`config.mk`:
```
export PLATFORM = sky130hd
export DESIGN_NAME = fifo_wr_arbiter
export DESIGN_NICKNAME = d
export VERILOG_FILES = /design/src/rtl/fifo_wr_arbiter.sv
export SDC_FILE = /design/constraint.sdc
export NUM_CORES = 1
export LEC_CHECK = 0
export BUFFER_PORTS_ARGS = -buffer_cell sky130_fd_sc_hd__buf_4
export CORE_UTILIZATION = 30
export CTS_CLUSTER_DIAMETER = 60
export CTS_CLUSTER_SIZE = 40
export DETAILED_ROUTE_END_ITERATION = 12
export GPL_ROUTABILITY_DRIVEN = 0
export PLACE_DENSITY = 0.69
export SLEW_MARGIN = 20
export SYNTH_ARGS = -nofsm -noshare
export SYNTH_HDL_FRONTEND = slang
export SYNTH_SLANG_ARGS = --single-unit
```
`constraint.sdc`:
```
create_clock -name clk -period 2.1 [get_ports clk]
set_input_delay 0.525 -clock clk [delete_from_list [all_inputs] [get_ports clk]]
set_output_delay 0.525 -clock clk [all_outputs]
set_load 0.01 [all_outputs]
```
`src/rtl/fifo_wr_arbiter.sv`:
```
// ---------------------------------------------------------------------------
// fifo_wr_arbiter
//
// Round-robin arbiter that shares one FIFO write port among NUM_REQ
// requesters. A requester wins the port for a burst of up to MAX_BURST
// accepted beats, then the port rotates to the next active requester.
// One IDLE cycle separates bursts. That cycle is where arbitration happens.
//
// Ports
//   clk            in   clock, all state updates on the rising edge
//   rst_n          in   asynchronous active-low reset
//   req            in   [NUM_REQ]            per-requester write request
//   req_data       in   [NUM_REQ*DATA_WIDTH] packed data, requester i at
//                                            [i*DATA_WIDTH +: DATA_WIDTH]
//   gnt            out  [NUM_REQ]            one-hot: beat of requester i
//                                            written this cycle
//   fifo_wr_en     out  FIFO write enable (owner's request while in BURST)
//   fifo_wr_data   out  [DATA_WIDTH]         owner's data
//   fifo_wr_ready  in   FIFO can accept a write (not full)
//   owner_id       out  [$clog2(NUM_REQ)]    current / last burst owner
//   busy           out  high while a burst is in progress
// ---------------------------------------------------------------------------
module fifo_wr_arbiter #(
    parameter int NUM_REQ    = 4,
    parameter int DATA_WIDTH = 8,
    parameter int MAX_BURST  = 4
) (
    input  logic                          clk,
    input  logic                          rst_n,
    input  logic [NUM_REQ-1:0]            req,
    input  logic [NUM_REQ*DATA_WIDTH-1:0] req_data,
    output logic [NUM_REQ-1:0]            gnt,
    output logic                          fifo_wr_en,
    output logic [DATA_WIDTH-1:0]         fifo_wr_data,
    input  logic                          fifo_wr_ready,
    output logic [$clog2(NUM_REQ)-1:0]    owner_id,
    output logic                          busy
);

    localparam int OW = $clog2(NUM_REQ);
    localparam int CW = $clog2(MAX_BURST + 1);

    typedef enum logic {
        IDLE  = 1'b0,
        BURST = 1'b1
    } state_t;

    state_t          state_q, state_d;
    logic [OW-1:0]   owner_q, owner_d;
    logic [OW-1:0]   last_q,  last_d;
    logic [CW-1:0]   count_q, count_d;

    logic            pick_valid;
    logic [OW-1:0]   pick_id;
    logic            owner_req;
    logic            beat;
    logic            last_beat;

    // -----------------------------------------------------------------------
    // Round-robin pick: first set req bit searching upward from last_q+1,
    // wrapping. The loop runs from the farthest candidate to the nearest so
    // the nearest active requester is the final (winning) assignment.
    // -----------------------------------------------------------------------
    // NOTE: every always_comb output gets a default before any branch;
    // a path that leaves a signal unassigned would infer a latch.
    always_comb begin
        pick_valid = 1'b0;
        pick_id    = '0;
        for (int k = NUM_REQ; k >= 1; k--) begin
            if (req[(int'(last_q) + k) % NUM_REQ]) begin
                pick_valid = 1'b1;
                pick_id    = OW'((int'(last_q) + k) % NUM_REQ);
            end
        end
    end

    assign owner_req = req[owner_q];
    assign beat      = (state_q == BURST) && owner_req && fifo_wr_ready;
    assign last_beat = beat && ((count_q + CW'(1)) == CW'(MAX_BURST));

    // -----------------------------------------------------------------------
    // Outputs: decoded from registered state plus the live owner request and
    // FIFO ready. Nothing is driven outside BURST, so an async reset clears
    // every output as soon as the state register clears.
    // -----------------------------------------------------------------------
    always_comb begin
        gnt          = '0;
        fifo_wr_en   = 1'b0;
        fifo_wr_data = '0;
        busy         = 1'b0;
        if (state_q == BURST) begin
            busy         = 1'b1;
            fifo_wr_en   = owner_req;
            fifo_wr_data = req_data[owner_q*DATA_WIDTH +: DATA_WIDTH];
            gnt[owner_q] = owner_req && fifo_wr_ready;
        end
    end

    assign owner_id = owner_q;

    // -----------------------------------------------------------------------
    // Next-state logic
    // -----------------------------------------------------------------------
    always_comb begin
        state_d = state_q;
        owner_d = owner_q;
        last_d  = last_q;
        count_d = count_q;
        unique case (state_q)
            IDLE: begin
                if (pick_valid) begin
                    owner_d = pick_id;
                    count_d = '0;
                    state_d = BURST;
                end
            end
            BURST: begin
                if (!owner_req) begin
                    // Owner withdrew with no beat pending: release the port.
                    state_d = IDLE;
                    last_d  = owner_q;
                end else if (beat) begin
                    count_d = count_q + CW'(1);
                    if (last_beat) begin
                        state_d = IDLE;
                        last_d  = owner_q;
                    end
                end
                // A stall (owner_req && !fifo_wr_ready) holds everything.
            end
            default: state_d = IDLE;
        endcase
    end

    // -----------------------------------------------------------------------
    // State register. last_q resets to NUM_REQ-1 so requester 0 is searched
    // first after reset.
    // -----------------------------------------------------------------------
    // NOTE: sequential state uses non-blocking assignments so every flop
    // samples the pre-edge values regardless of statement order.
    always_ff @(posedge clk or negedge rst_n) begin
        if (!rst_n) begin
            state_q <= IDLE;
            owner_q <= '0;
            last_q  <= OW'(NUM_REQ - 1);
            count_q <= '0;
        end else begin
            state_q <= state_d;
            owner_q <= owner_d;
            last_q  <= last_d;
            count_q <= count_d;
        end
    end

    // -----------------------------------------------------------------------
    // Invariants
    // -----------------------------------------------------------------------
`ifndef SYNTHESIS
    a_gnt_onehot0 : assert property (@(posedge clk) disable iff (!rst_n)
        $onehot0(gnt));
    a_gnt_implies_write : assert property (@(posedge clk) disable iff (!rst_n)
        (gnt != '0) |-> (fifo_wr_en && fifo_wr_ready));
    a_wr_en_implies_busy : assert property (@(posedge clk) disable iff (!rst_n)
        fifo_wr_en |-> busy);
    a_count_bound : assert property (@(posedge clk) disable iff (!rst_n)
        int'(count_q) <= MAX_BURST);
    a_no_gnt_in_reset : assert property (@(posedge clk)
        !rst_n |-> (gnt == '0));
`endif

endmodule

```
==> results.cfg, run 1 <==
[timing]
clock-skew-final_ns = 0.0008691
final-setup-viol-count = 4
period_needed_ns = 2.113
max_slew_margin_pct = 74.52
max_freq_mhz = 473.3
fin_crit_sh_pct = 100.6
rsz0062_at_grt = yes
drv_slew = 0
tightest_slew_ns = 0.3781
worst_slack_ns = -0.01278
hold_viol_final = 0

[yosys]
synth_edf_count = 0
ys_ff_latch = 8
synth_top_flop_cell = dfrtp_1
synth-compound-area-share_pct = 12.68
yosys_warnings = 0
synthMuxAreaShare_pct = 34.59
yosys.area_share.xor_xnor_pct = 0
synth_common_cells = and2_1, nand2_1, mux4_2
yosysMostFrequentCell = and2_1
syn_inst = 79
synth_nets = 120
ys_types = 28
synthTopCellsByArea = mux4_2, dfrtp_1, and2_1
syn_area_per_cell_um2 = 10.12
ys_seq_area_share_pct = 25.35
netlist.top_cell.by_area = mux4_2
yosys.area_share.adder_pct = 3.130
synth.top_cell.area_share_pct = 22.54
synthesis.area_um2 = 799.5
async_flop_share_pct = 100.0
synth_top_family_by_area = multiplexers
synth-simple-area-share_pct = 18.15

[critical_path]
critPathSlowestCell = mux4_2
worstPathArrival_ns = 1.59
cpLargestDelayFamily = multiplexers
path_cells = buf_12, mux4_2, and2_4, buf_6
crit_path_end_kind = output port
worstPathRequired_ns = 1.57
cp_max_fo = 6
worstSetupStartpointType = flip-flop
critPathMaxStageDelay_ns = 0.49
path_class = flip-flop to output port
critPathBufInv = 2

[job]
cap_violations = 0

[power_and_ir_drop]
ir_worst_vdd_v = 0.0008260
power_density_mw_per_mm2 = 1277
p_leak_nw = 0.6650
power_mw = 1.803

[route]
met1_length_um = 866
met2_length_um = 1245
routed_wl_um = 2329
dr.pass1.iters = 4
ant_nets = 0
vias = 885
wire_per_inst_um = 13.54
viasPerCell = 5.145
drc = 0
routed.top_layer = met4
met3WireLength_um = 158
drt_iter0_markers = 13

[place]
post-dp-hpwl_um = 1813
dp_worst_setup_slack_ns = 0.1712
port_buffers = 54
placed_cells = 164

[grt]
grt_overflow_total = 0
grt_start_max_net_pins = 13
grt_pass1_wl_um = 3450
grt_usage_pct = 16.80
antenna_found_initial = 0
grt_pass1_vias = 816

[clock_network]
cts.clk_slew.worst_paths_ns = 0.06
htreeDepth = 1
clk_latency_ns = 0.26
numCtsBuffers = 3
clock-sinks = 8
hold_buffers = 0
root_buffer = clkbuf_4
cts_buffer_depth = 2
cts_tree = built

[floorplanning]
coreArea_mm2 = 0.002500
initial_utilization_pct = 31.98
die_area_mm2 = 0.002876
rows = 18
io_pins = 55
die_x_um = 53.63
chipHeight_um = 53.63

[status]
status = complete, but fails checks
violations = setup timing

[finish]
finalNonFillerCells = 172
antenna_cells = 0
utilization_pct = 56.46
fill_cells = 233
drive_gt1_share_pct = 66.20
syn2layout_area_growth_pct = 76.53
nNetsFinal = 184

[min_path]
hp-class = input pin to asynchronous set/reset pin
-- worst paths after layout --
| path | startpoint | endpoint | slack [ns] | cells past startpoint |
|---|---|---|---|---|
| max | owner_id[0] | fifo_wr_data[4] | -0.01 | 4 |
| min | rst_n | count_q[2] | 0.07 | 1 |
| max reg2reg | owner_id[0] | last_q[1] | 0.58 | 5 |
| min reg2reg | count_q[0] | count_q[0] | 0.52 | 1 |
| max in group asynchronous | rst_n | last_q[1] | 1.82 | 1 |
| min in group clk | count_q[0] | count_q[0] | 0.52 | 1 |
-- per-stage QoR --
stage	hold WS (ns)	cell area (µm²)	setup TNS [ns]
after floorplan	0.2294	799.5	0
after global placement	0.3442	1266	0
after detailed placement	0.3469	1266	0
after CTS	0.06014	1345	-0.1567
after global routing	0.06482	1411	-0.4688
final	0.06906	1411	-0.03008
-- layout make-up --
cell class	count	area (µm²)	share of cell area, %
Inverter	6	22.52	1.596
Tap cell	30	37.54	2.660
Sequential cell	8	205.2	14.54
Clock buffer	4	26.28	1.862
Multi-Input combinational cell	61	586.8	41.58
Timing Repair Buffer	63	533.0	37.77
-- metal layers --
layer,track usage [%],up-vias
li1,-,416
met1,17.39,425
met2,32.71,37
met3,1.412,7
met4,9.211,0
met5,0,-
-- flip-flops by register name, indices dropped and copies added (netlist names) --
signal / cells
state_q: 1
count_q: 3
owner_id: 2
last_q: 2
-- kinds of logic (layout without fill, tap and decap cells) --
kind of cell,Yosys count,count (layout)
mux,17,17
flops,8,8
simple gates,28,28
fa+ha+maj,2,2
compound gates,14,14
buf+inv,10,73
-- placed cells by master (no fill, tap or decap), types with 2 or more instances in the layout --
master    instances
a21oi_1           3
and2_1            2
and2_4            8
buf_4            53
buf_6             8
clkbuf_4          3
dfrtp_1           4
dfrtp_2           2
dfstp_2           2
ha_1              2
inv_1             5
mux2_1            2
mux2i_1           4
mux2i_2           2
mux4_2            8
nand2_1           9
nand3_1           2
nor2_1            2
nor3_1            2
o21ai_0           4
-- power breakdown --
group          internal [mW]  switching [mW]
Sequential             0.242          0.0955
Combinational          0.830           0.505
Clock                 0.0730          0.0571
-- repair_timing --
action | in CTS | in global routing
resized for setup | 15 | 7
cloned | 0 | 1
endpoints found under the setup margin | 8 | 11
setup buffers | 1 | 2
pin swaps | 0 | 8
Note: power is estimated with default switching activity, not from simulation.
==> run 2, diff against run 1 <==
--- a/config.mk
+++ b/config.mk
@@ -6,12 +6,12 @@
 export NUM_CORES = 1
 export LEC_CHECK = 0
 export BUFFER_PORTS_ARGS = -buffer_cell sky130_fd_sc_hd__buf_4
-export CORE_UTILIZATION = 30
+export CORE_UTILIZATION = 41
 export CTS_CLUSTER_DIAMETER = 60
 export CTS_CLUSTER_SIZE = 40
 export DETAILED_ROUTE_END_ITERATION = 12
 export GPL_ROUTABILITY_DRIVEN = 0
-export PLACE_DENSITY = 0.69
+export PLACE_DENSITY = 0.88
 export SLEW_MARGIN = 20
 export SYNTH_ARGS = -nofsm -noshare
 export SYNTH_HDL_FRONTEND = slang
==> constraint.sdc (replaced) <==
create_clock -name clk -period 2.2 [get_ports clk]
set_input_delay 0.55 -clock clk [delete_from_list [all_inputs] [get_ports clk]]
set_output_delay 0.55 -clock clk [all_outputs]
set_load 0.01 [all_outputs]
==> run 2 against run 1 <==
  * The flow now finishes without violations
  * Via count shrank 0.45%
  * Clock skew grew 0.0085 ns
  * Sequential cell count is the same
  * Sequential power shrank 6.2%
  * Cell area shrank 7.4%
  * Highest routed layer unchanged
==> results.cfg, run 2 (synthesis results as in run 1) <==
[place]
post-dp-hpwl_um = 1926
dp_worst_setup_slack_ns = 0.08968
placed_cells = 159
port_buffers = 54

[clock_network]
cts_tree = built
numCtsBuffers = 3
cts_buffer_depth = 2
root_buffer = clkbuf_4
hold_buffers = 0
htreeDepth = 1
cts.clk_slew.worst_paths_ns = 0.06
clock-sinks = 8
clk_latency_ns = 0.26

[finish]
drive_gt1_share_pct = 57.86
syn2layout_area_growth_pct = 63.54
max_flop_register = count_q
finalNonFillerCells = 165
largest_reg_flops = 3
antenna_cells = 0
nNetsFinal = 182
final_cell_mix = buf_4, and2_1, nand2_1
fill_cells = 123
final_common_cell = buf_4

[job]
cap_violations = 0

[route]
routed_wl_um = 2535
met2_length_um = 1373
drc = 0
viasPerCell = 5.339
wire_per_inst_um = 15.36
drt_iter0_markers = 13
dr.pass1.iters = 4
routed.top_layer = met4
met1_length_um = 894
met3WireLength_um = 235
vias = 881
ant_nets = 0

[critical_path]
path_cells = buf_6, mux4_2, and2_1, buf_4
crit_path_end_kind = output port
path_class = flip-flop to output port
critPathSlowestCell = mux4_2
worstPathArrival_ns = 1.61
r2r_setup_slack_ns = 0.65
cp_max_fo = 5
worstSetupStartpointType = flip-flop
worstPathRequired_ns = 1.65
reg2reg_depth = 5
critPathMaxStageDelay_ns = 0.50

[timing]
drv_slew = 0
worst_slack_ns = 0.03993
rsz0062_at_grt = no
max_slew_margin_pct = 78.65
hold_viol_final = 0
tns_ns = 0
clock-skew-final_ns = 0.009348
period_needed_ns = 2.160
max_freq_mhz = 462.9
final-setup-viol-count = 0
fin_crit_sh_pct = 98.18
tightest_slew_ns = 0.3114

[floorplanning]
chipHeight_um = 46.16
rows = 15
die_area_mm2 = 0.002131
coreArea_mm2 = 0.001783
initial_utilization_pct = 44.84
die_x_um = 46.16
io_pins = 55

[min_path]
hp-class = input pin to asynchronous set/reset pin

[grt]
antenna_found_initial = 0
grt_pass1_wl_um = 3663
grt_overflow_total = 0
grt_usage_pct = 24.05
grt_pass1_vias = 881
grt_start_max_net_pins = 12

[power_and_ir_drop]
power_mw = 1.514
ir_worst_vdd_v = 0.0008017
power_density_mw_per_mm2 = 1158
p_leak_nw = 0.6272

[status]
status = finished, final reports clean
## run 2: cell count changes in the layout (fill, tap and decap cells not counted), sizes merged
cell / before / now
buf: 62 / 61
clkbuf: 5 / 4
## run 2: per-layer routing
metal / vias to the layer above / GRT usage (%)
met1: 421 / 23.56
met4: 0 / 8.824
met3: 5 / 5.490
met5: - / 0
met2: 43 / 47.61
li1: 412 / -
## run 2: stage by stage
step                hold slack, ns  utilization [%]  instance area [µm²]
CTS                        0.09233            73.05                 1303
floorplan                   0.2544                -                799.5
global route               0.09932            73.33                 1308
global placement            0.3665            69.96                 1247
detailed placement          0.3697            69.96                 1247
finish                     0.09787            73.33                 1308
## run 2: report_power, final
| part | switching, mW | internal, mW |
|---|---|---|
| clock network | 0.0492 | 0.0693 |
| logic | 0.461 | 0.617 |
| registers | 0.0862 | 0.231 |
| total | 0.596 | 0.918 |
## run 2: timing repair
item                                    CTS  global route
buffers inserted                          2             0
resized for setup                         2             2
endpoints found under the hold margin     0             0
endpoints found under the setup margin   12             7
## run 2: critical path: cells and delay by family, from the launching register on
kind | cells | cell delay (ns)
and+or+nand+nor | 1 | 0.19
buffers and inverters | 2 | 0.27
DFF | 1 | 0.39
muxes | 1 | 0.50
## run 2: worst paths after layout
path                             start               to
setup / recovery           owner_id[0]  fifo_wr_data[0]
hold / removal                   rst_n       count_q[1]
setup reg to reg           owner_id[0]       count_q[0]
hold reg to reg             count_q[0]       count_q[0]
max in group asynchronous        rst_n        last_q[1]
min in group clk            count_q[0]       count_q[0]
## run 2: area by class of cell
| type | instances | area, µm² | share of cell area (%) |
|---|---|---|---|
| multi-input combinational | 61 | 548.0 | 41.91 |
| timing repair buffer | 61 | 474.2 | 36.27 |
| inverter | 6 | 22.52 | 1.722 |
| tap | 25 | 31.28 | 2.392 |
| clock buffer | 4 | 26.28 | 2.010 |
| sequential | 8 | 205.2 | 15.69 |
